<file path="src/rtl/fifo_rr_merge.sv">
// fifo_rr_merge: round-robin N:1 merge of FWFT FIFO read ports into one FIFO write
// port, burst-held grants, one registered output stage. Option: FIFO_RR_MERGE_TAG_EN.

module fifo_rr_merge_lane #(
  parameter int DATA_WIDTH = 32,
  parameter int SEL_W      = 2,
  parameter int IDX        = 0
) (
  input  logic                  pop_i,
  input  logic [SEL_W-1:0]      sel_i,
  input  logic                  block_i,
  input  logic [DATA_WIDTH-1:0] dout_i,
  output logic                  read_o,
  output logic [DATA_WIDTH-1:0] data_o
);
  logic hit;

  assign hit    = pop_i && (sel_i == SEL_W'(IDX));
  assign read_o = hit && !block_i;
  // zero when not selected so the top can OR-reduce all lanes
  assign data_o = hit ? dout_i : '0;
endmodule

module fifo_rr_merge #(
  parameter int NUM_IN     = 4,
  parameter int DATA_WIDTH = 32,
  parameter int MAX_BURST  = 8,
  localparam int SEL_W     = (NUM_IN > 1) ? $clog2(NUM_IN) : 1,
`ifdef FIFO_RR_MERGE_TAG_EN
  localparam int OUT_W     = DATA_WIDTH + SEL_W
`else
  localparam int OUT_W     = DATA_WIDTH
`endif
) (
  input  logic                         clk,
  input  logic                         reset,
  input  logic [NUM_IN-1:0]            in_empty_n,
  output logic [NUM_IN-1:0]            in_read,
  input  logic [NUM_IN*DATA_WIDTH-1:0] in_dout,
  input  logic                         out_full_n,
  output logic                         out_write,
  output logic [OUT_W-1:0]             out_din,
  output logic                         busy
);
  localparam int CNT_W = $clog2(MAX_BURST + 1);

  typedef enum logic {IDLE, BURST} state_e;

  state_e                            state_q, state_d;
  logic [SEL_W-1:0]                  rr_ptr_q, rr_ptr_d;
  logic [SEL_W-1:0]                  grant_q, grant_d;
  logic [CNT_W-1:0]                  cnt_q, cnt_d, cnt_inc;
  logic                              out_valid_q, out_valid_d;
  logic [OUT_W-1:0]                  out_din_q, out_din_d;
  logic                              accept, pop, cand_vld;
  logic [SEL_W-1:0]                  cand, pop_sel;
  logic [NUM_IN-1:0][DATA_WIDTH-1:0] dout_arr, lane_data;
  logic [DATA_WIDTH-1:0]             sel_data;

  function automatic logic [SEL_W-1:0] wrap_inc(input logic [SEL_W-1:0] v);
    return (v == SEL_W'(NUM_IN - 1)) ? '0 : v + 1'b1;
  endfunction

  assign dout_arr = in_dout;
  assign accept   = !out_valid_q || out_full_n;
  assign cnt_inc  = cnt_q + 1'b1;

  // first non-empty requester starting at rr_ptr, wrapping NUM_IN-1 -> 0
  always_comb begin
    logic [SEL_W-1:0] idx;
    cand_vld = 1'b0;
    cand     = rr_ptr_q;
    idx      = rr_ptr_q;
    for (int k = 0; k < NUM_IN; k++) begin
      if (!cand_vld && in_empty_n[idx]) begin
        cand_vld = 1'b1;
        cand     = idx;
      end
      idx = wrap_inc(idx);
    end
  end

  always_comb begin
    state_d  = state_q;
    rr_ptr_d = rr_ptr_q;
    grant_d  = grant_q;
    cnt_d    = cnt_q;
    pop      = 1'b0;
    pop_sel  = grant_q;
    case (state_q)
      IDLE: begin
        if (cand_vld && accept) begin
          pop     = 1'b1;
          pop_sel = cand;
          grant_d = cand;
          cnt_d   = CNT_W'(1);
          if (MAX_BURST == 1) rr_ptr_d = wrap_inc(cand);
          else                state_d  = BURST;
        end
      end
      BURST: begin
        if (!in_empty_n[grant_q]) begin
          // granted source ran dry: release, costs one bubble cycle
          state_d  = IDLE;
          rr_ptr_d = wrap_inc(grant_q);
        end else if (accept) begin
          pop   = 1'b1;
          cnt_d = cnt_inc;
          if (cnt_inc == CNT_W'(MAX_BURST)) begin
            state_d  = IDLE;
            rr_ptr_d = wrap_inc(grant_q);
          end
        end
      end
      default: state_d = IDLE;
    endcase
  end

  genvar gi;
  generate
    for (gi = 0; gi < NUM_IN; gi++) begin : g_lane
      fifo_rr_merge_lane #(
        .DATA_WIDTH (DATA_WIDTH),
        .SEL_W      (SEL_W),
        .IDX        (gi)
      ) u_lane (
        .pop_i   (pop),
        .sel_i   (pop_sel),
        .block_i (reset),
        .dout_i  (dout_arr[gi]),
        .read_o  (in_read[gi]),
        .data_o  (lane_data[gi])
      );
    end
  endgenerate

  always_comb begin
    sel_data = '0;
    for (int i = 0; i < NUM_IN; i++) sel_data = sel_data | lane_data[i];
  end

  always_comb begin
    out_valid_d = out_valid_q;
    out_din_d   = out_din_q;
    if (pop) begin
      out_valid_d = 1'b1;
`ifdef FIFO_RR_MERGE_TAG_EN
      out_din_d   = {pop_sel, sel_data};
`else
      out_din_d   = sel_data;
`endif
    end else if (out_full_n) begin
      out_valid_d = 1'b0;
    end
  end

  always_ff @(posedge clk) begin
    if (reset) begin
      state_q     <= IDLE;
      rr_ptr_q    <= '0;
      grant_q     <= '0;
      cnt_q       <= '0;
      out_valid_q <= 1'b0;
      out_din_q   <= '0;
    end else begin
      state_q     <= state_d;
      rr_ptr_q    <= rr_ptr_d;
      grant_q     <= grant_d;
      cnt_q       <= cnt_d;
      out_valid_q <= out_valid_d;
      out_din_q   <= out_din_d;
    end
  end

  assign out_write = out_valid_q;
  assign out_din   = out_din_q;
  assign busy      = (state_q == BURST) || out_valid_q;

  a_read_onehot: assert property (@(posedge clk) $onehot0(in_read));
  a_cnt_bound:   assert property (@(posedge clk) disable iff (reset) cnt_q <= CNT_W'(MAX_BURST));
endmodule

</file>
<file path="config.mk">
export PLATFORM = sky130hd
export DESIGN_NAME = fifo_rr_merge
export DESIGN_NICKNAME = d
export VERILOG_FILES = /design/src/rtl/fifo_rr_merge.sv
export SDC_FILE = /design/constraint.sdc
export NUM_CORES = 1
export LEC_CHECK = 0
export CELL_PAD_IN_SITES_DETAIL_PLACEMENT = 1
export CELL_PAD_IN_SITES_GLOBAL_PLACEMENT = 2
export CORE_MARGIN = 3
export CORE_UTILIZATION = 23
export CTS_BUF_LIST = sky130_fd_sc_hd__clkbuf_4 sky130_fd_sc_hd__clkbuf_8
export DETAILED_ROUTE_END_ITERATION = 6
export PLACE_DENSITY_LB_ADDON = 0.1
export SLEW_MARGIN = 20
export SYNTH_ARGS = -nofsm -noshare
export SYNTH_HDL_FRONTEND = slang
export SYNTH_SLANG_ARGS = --single-unit
export TNS_END_PERCENT = 1
</file>
<file path="constraint.sdc">
create_clock -name clk -period 4.2 [get_ports clk]
set_input_delay 0.84 -clock clk [delete_from_list [all_inputs] [get_ports clk]]
set_output_delay 0.84 -clock clk [all_outputs]
set_load 0.01 [all_outputs]
</file>
* Word-level counts from Yosys, hierarchy flattened
Index checks and enable logic that the tools add are counted.
** Operators by class
- Reductions and logical operators :: 23
- Bitwise gates (word level) :: 4
- Equal/unequal tests :: 13
- Mux-type cells :: 44
- Add/sub/neg operators :: 5
- Order comparisons :: 5
** Operators by type and width (count)
- $mux W32 :: 4
- $or A32 B32 Y32 :: 3
- $mux W2 :: 12
- $mux W1 :: 17
- $lt A2 B3 Y1 const B :: 5
- $eq A2 B2 Y1 const B :: 6
- $logic_and A1 B1 Y1 :: 12
- $mux W4 :: 3
- $bmux W1 S2 :: 5
- $add A2 B1 Y2 const B :: 4
- $pmux W4 S2 :: 1
- $ne A2 B1 Y1 const B :: 3
- $reduce_and A3 Y1 :: 2
- $logic_not A1 Y1 :: 5
- $add A4 B1 Y4 const B :: 1
- $eq A4 B4 Y1 const B :: 1
- $ne A2 B2 Y1 const B :: 2
- $pmux W1 S2 :: 2
- $eq A2 B1 Y1 const B :: 1
- $logic_not A2 Y1 :: 1
- $logic_or A1 B1 Y1 :: 2
- $reduce_bool A2 Y1 :: 1
- $not A1 Y1 :: 1
** Storage, ports and cells
- Logic and storage cells :: 100
- Output and inout port bits :: 38
- Register bits after elaboration :: 42
- Bits of input ports :: 135

* Longest topological paths before layout
- Depth after elaboration :: 21
- Depth in mapped cells :: 13
- Gate-level depth less buffers :: 9

* Modules after synthesis
A second synthesis with hierarchy kept.
** Unflattened totals
- Cells, all modules :: 444
- Area, all modules :: 4247.8 µm²
** By module, submodules not included
- fifo_rr_merge :: times used 1, seq. area each 840.8 µm², cells an instance 276, area each 2536.2 µm²
- fifo_rr_merge_lane at g_lane[1].u_lane ... :: times used 2, seq. area each 0.0 µm², cells an instance 42, area each 375.4 µm²
- fifo_rr_merge_lane at g_lane[0].u_lane :: times used 1, seq. area each 0.0 µm², cells an instance 42, area each 621.8 µm²
- fifo_rr_merge_lane at g_lane[3].u_lane :: times used 1, seq. area each 0.0 µm², cells an instance 42, area each 339.1 µm²

* Least setup slack after synthesis
OpenSTA, ideal clock, no wires.
- Kind :: input to output
- From :: input port in_empty_n[0]
- To :: output port in_read[2]
- Buffers on the path :: 4
- Cell stages on the path :: 10
- Arrival :: 2.857 ns
- Slack :: 0.503 ns
- Data required time :: 3.360 ns
- Cells stage by stage :: mux4_1 and2b_1 nand2_1 a211o_4 and2_4 buf_6 buf_6 buf_6 nor3b_1 buf_4
** Between the ends
- Longest elaborated chain between the ends :: 18
- Elaborated cells between the ends (all ways) :: 32
- Those cells by class :: eq/ne (1); mux (22); reduce/logical (9)
** Ends and longest elaborated chain
- start: declaration :: RTL line 37 : input logic [NUM_IN-1:0] in_empty_n,
- $bmux W1 S2 :: RTL line 75 : if (!cand_vld && in_empty_n[idx]) begin
- $mux W1 (implied by the code) :: RTL line 75
- $mux W1 :: RTL line 75
- $logic_not A1 Y1 :: RTL line 75
- $logic_and A1 B1 Y1 :: RTL line 75
- $mux W1 :: RTL line 75
- $logic_not A1 Y1 :: RTL line 75
- $logic_and A1 B1 Y1 :: RTL line 75
- [2 not listed]
- $logic_and A1 B1 Y1 :: RTL line 75
- $mux W1 :: RTL line 75
- $logic_and A1 B1 Y1 :: RTL line 92 : if (cand_vld && accept) begin
- $mux W2 :: RTL line 92
- $mux W2
- $eq A2 B2 Y1 :: RTL line 18 : assign hit = pop_i && (sel_i == SEL_W'(IDX));
- $logic_and A1 B1 Y1 (*) :: RTL line 18
- $logic_and A1 B1 Y1 (*) :: RTL line 19 : assign read_o = hit && !block_i;
- end: declaration :: RTL line 38 : output logic [NUM_IN-1:0] in_read,
Mark *: on every way between the ends. The rest lies on a longest branch, timed or not. The select of a mux whose other input is x is not followed.

* Worst setup path after layout
- From :: input port in_empty_n[0]
- To :: output port in_read[3]
Same word-level chain as after synthesis.

==> flow_metrics.env <==
export IMPL_outcome="complete, no violations"
export IMPL_power_total_mw=2.687
export IMPL_synth_seq_cells=42
export IMPL_cp_max_fo=6
export IMPL_synth_main_ff_cell="dfxtp_1"
export IMPL_clockBufferDepth=2
export IMPL_comb_power_share=0.659
export IMPL_insertion_delay_ps=310
export IMPL_crit_chain="dlygate4sd2_1, mux2i_1, buf_4, nand2_1, o211ai_1, a211o_1, or3_4, a21boi_4, and2_1, clkdlybuf4s50_1"
export IMPL_setup_viol=0
export IMPL_switchingPower_mw=1.176
export IMPL_holdWs_ps=523.7
export IMPL_clock_sinks=42
export IMPL_die_w_um=124.1
export IMPL_synth_area_um2=3207
export IMPL_hp_class="flip-flop to flip-flop"
export IMPL_design_area_um2=5269
export IMPL_die_h_um=124.1
export IMPL_viasPerCell=4.836
export IMPL_vias=3274
export IMPL_synth_warnings=0
export IMPL_numCtsBuffers=5
export IMPL_num_antenna_cells=0
export IMPL_clockPowerShare=0.109
export IMPL_maxSlewViolCount=0
export IMPL_antenna_found_initial=0
export IMPL_hpwl_um=9019
export IMPL_seqCellArea_um2=840.8
export IMPL_root_buffer="clkbuf_8"
export IMPL_cap_violations=0
export IMPL_start_util=0.2384
export IMPL_cts_tree="built"
export IMPL_drtIter0Drc=100
export IMPL_post_route_min_period_ps=4063
export IMPL_dp_worst_setup_slack_ps=-236.0
export IMPL_syn_num_nets=468
export IMPL_clk_pin_slew_ps=80
export IMPL_synthTopCellsByArea="dfxtp_1 (26%), a211oi_2 (15%), mux2i_1 (11%)"
export IMPL_leakagePower_nw=1.946
export IMPL_io_pins=173
export IMPL_required_ps=3360
export IMPL_crit_family="buffers and inverters"
export IMPL_clock_skew_ps=11.99
export IMPL_core_rowCount=42
export IMPL_slew_headroom=0.5440
export IMPL_grt_pass1_wl_um=18540
export IMPL_wl_per_cell_um=18.25
export IMPL_critPathKind="input pin to output port"
export IMPL_track_usage=0.1569
export IMPL_final_period_utilization=0.9674
export IMPL_fin_ws_ps=137.1
export IMPL_seq_area_frac_synth=0.2622
export IMPL_synth_top_area_cell="dfxtp_1"
export IMPL_antenna_left=0
export IMPL_area_delta_synth_final_pct=64.30
export IMPL_post_dp_cell_area_um2=5144
export IMPL_post_cts_buffers=0
export IMPL_synth_avg_cell_area_um2=9.718
export IMPL_hold_viol=0
export IMPL_crit_path_start_kind="input pin"
export IMPL_rsz0062_at_grt="false"
export IMPL_final_fill_count=1613
export IMPL_crit_buf_inv=3
export IMPL_switching_share=0.4377
export IMPL_tightest_slew_ps=684.0
export IMPL_grt_max_degree=41
export IMPL_cp_slowest_cell="clkdlybuf4s50_1"
export IMPL_grt_pass1_vias=3488
export IMPL_drt_wl_total_um=12360
export IMPL_max_freq_mhz=246.1
export IMPL_grt_overflow_total=0
export IMPL_intPower_mw=1.511
export IMPL_slowest_delay_ps=530
export IMPL_drive_gt1_frac=0.1856
export IMPL_synth_cells=330
export IMPL_design_core_area_um2=13450
export IMPL_synth_common_cells="dfxtp_1 (42), a211oi_2 (38), mux2i_1 (35), o21bai_1 (32), a21boi_0 (30)"
export IMPL_place_congestion=0.8736
export IMPL_p_per_area_nw_per_um2=509.9
export IMPL_die_area_um2=15400
export IMPL_finalNetCount=638
export IMPL_end_kind="output port"
export IMPL_drc_errors=0
export IMPL_synth_most_common_cell="dfxtp_1"
export IMPL_synth_top_cell_area_share=0.2622
export IMPL_async_flop_share=0
export IMPL_tns_ps=0
export IMPL_dr_pass1_iters=4
export IMPL_arrival_ps=3220
export IMPL_io_buffer_count=172
export IMPL_h_tree_depth=2
export IMPL_peakVddDrop_v=0.0004025
export IMPL_pwr_share_seq=0.232
export IMPL_synthDistinctLibCells=54
export IMPL_multi_input_area_um2=2182
export IMPL_synth_edff_count=0
-- layout make-up --
cell class,count,share of cell area
clock buffer,7,0.01710
sequential,42,0.1596
inverter,4,0.002850
clock inverter,1,0.0009499
timing repair buffer,198,0.3636
tap,176,0.04180
multi-input combinational,249,0.4142
-- metrics by stage --
step                std cells  utilization
floorplan                 330            -
global placement          669       0.3823
detailed placement        669       0.3823
CTS                       677       0.3902
global route              677       0.3916
finish                    677       0.3916
-- registers in the layout, indices dropped and copies added (netlist names) --
name and cells:
cnt_q 4, grant_q 2, out_din 32, out_write 1, rr_ptr_q 2, state_q 1
-- routing by layer --
layer  wire length, µm  global-route usage  share of wire
met4               106             0.03285         0.0086
met5                 0                   0              0
met2              6086              0.2807           0.49
met1              5048              0.1773           0.41
met3              1114             0.05995          0.090
-- worst paths after layout --
check,from,end,slack (ps),depth (start not counted)
max,in_empty_n[0],in_read[3],140,10
min,out_din[11],out_din[11],520,2
max reg2reg,rr_ptr_q[0],out_din[14],1020,10
min reg2reg,out_din[11],out_din[11],520,2
-- power groups by stage --
| stage | clock network, mW | registers, mW | logic, mW |
|---|---|---|---|
| global route | 0.325 | 0.643 | 1.93 |
| global placement | 0 | 0.625 | 1.79 |
| finish | 0.292 | 0.623 | 1.77 |
| floorplan | 0 | 0.680 | 1.05 |
| detailed placement | 0 | 0.631 | 1.80 |
| CTS | 0.316 | 0.624 | 1.81 |
-- cell usage in the layout (no fill, tap or decap), types with 3 or more instances in the layout --
cell type	synthesis	routed
nor3_1	4	4
nand3_1	4	4
inv_1	3	3
mux2i_1	35	35
a211oi_2	38	38
nand2_1	10	10
clkbuf_8	0	6
a21boi_0	30	30
a21oi_1	7	7
o21ai_0	5	5
dfxtp_1	42	42
clkdlybuf4s50_1	0	165
nor2_1	11	10
buf_4	6	26
dlygate4sd2_1	0	5
o21bai_1	32	32
a211oi_1	27	27
mux4_2	2	3
-- worst register-to-register path, stage by stage, from the launching register on --
cell and delay (ps):
dfxtp_1 380, buf_4 240, mux4_2 600, and2b_1 250
nand2_1 60, o32ai_1 160, a211o_4 170, and2_4 150
buf_4 530, mux2i_1 250, a211oi_1 270
-- what timing repair did --
action	CTS	global route
pin swaps	0	1
setup endpoints to repair	4	3
gates resized for setup	9	5
hold buffers	0	0
gates cloned	0	0
-- kinds of logic after synthesis --
group	synth area share
adders and majority gates	0.01171
DFF	0.2622
buffers and inverters	0.07101
AOI/OAI and AO/OA	0.4362
muxes	0.1405
and+or+nand+nor	0.07297
xor gates and xnor gates	0.005463
Note: power is estimated with default switching activity, not from simulation.
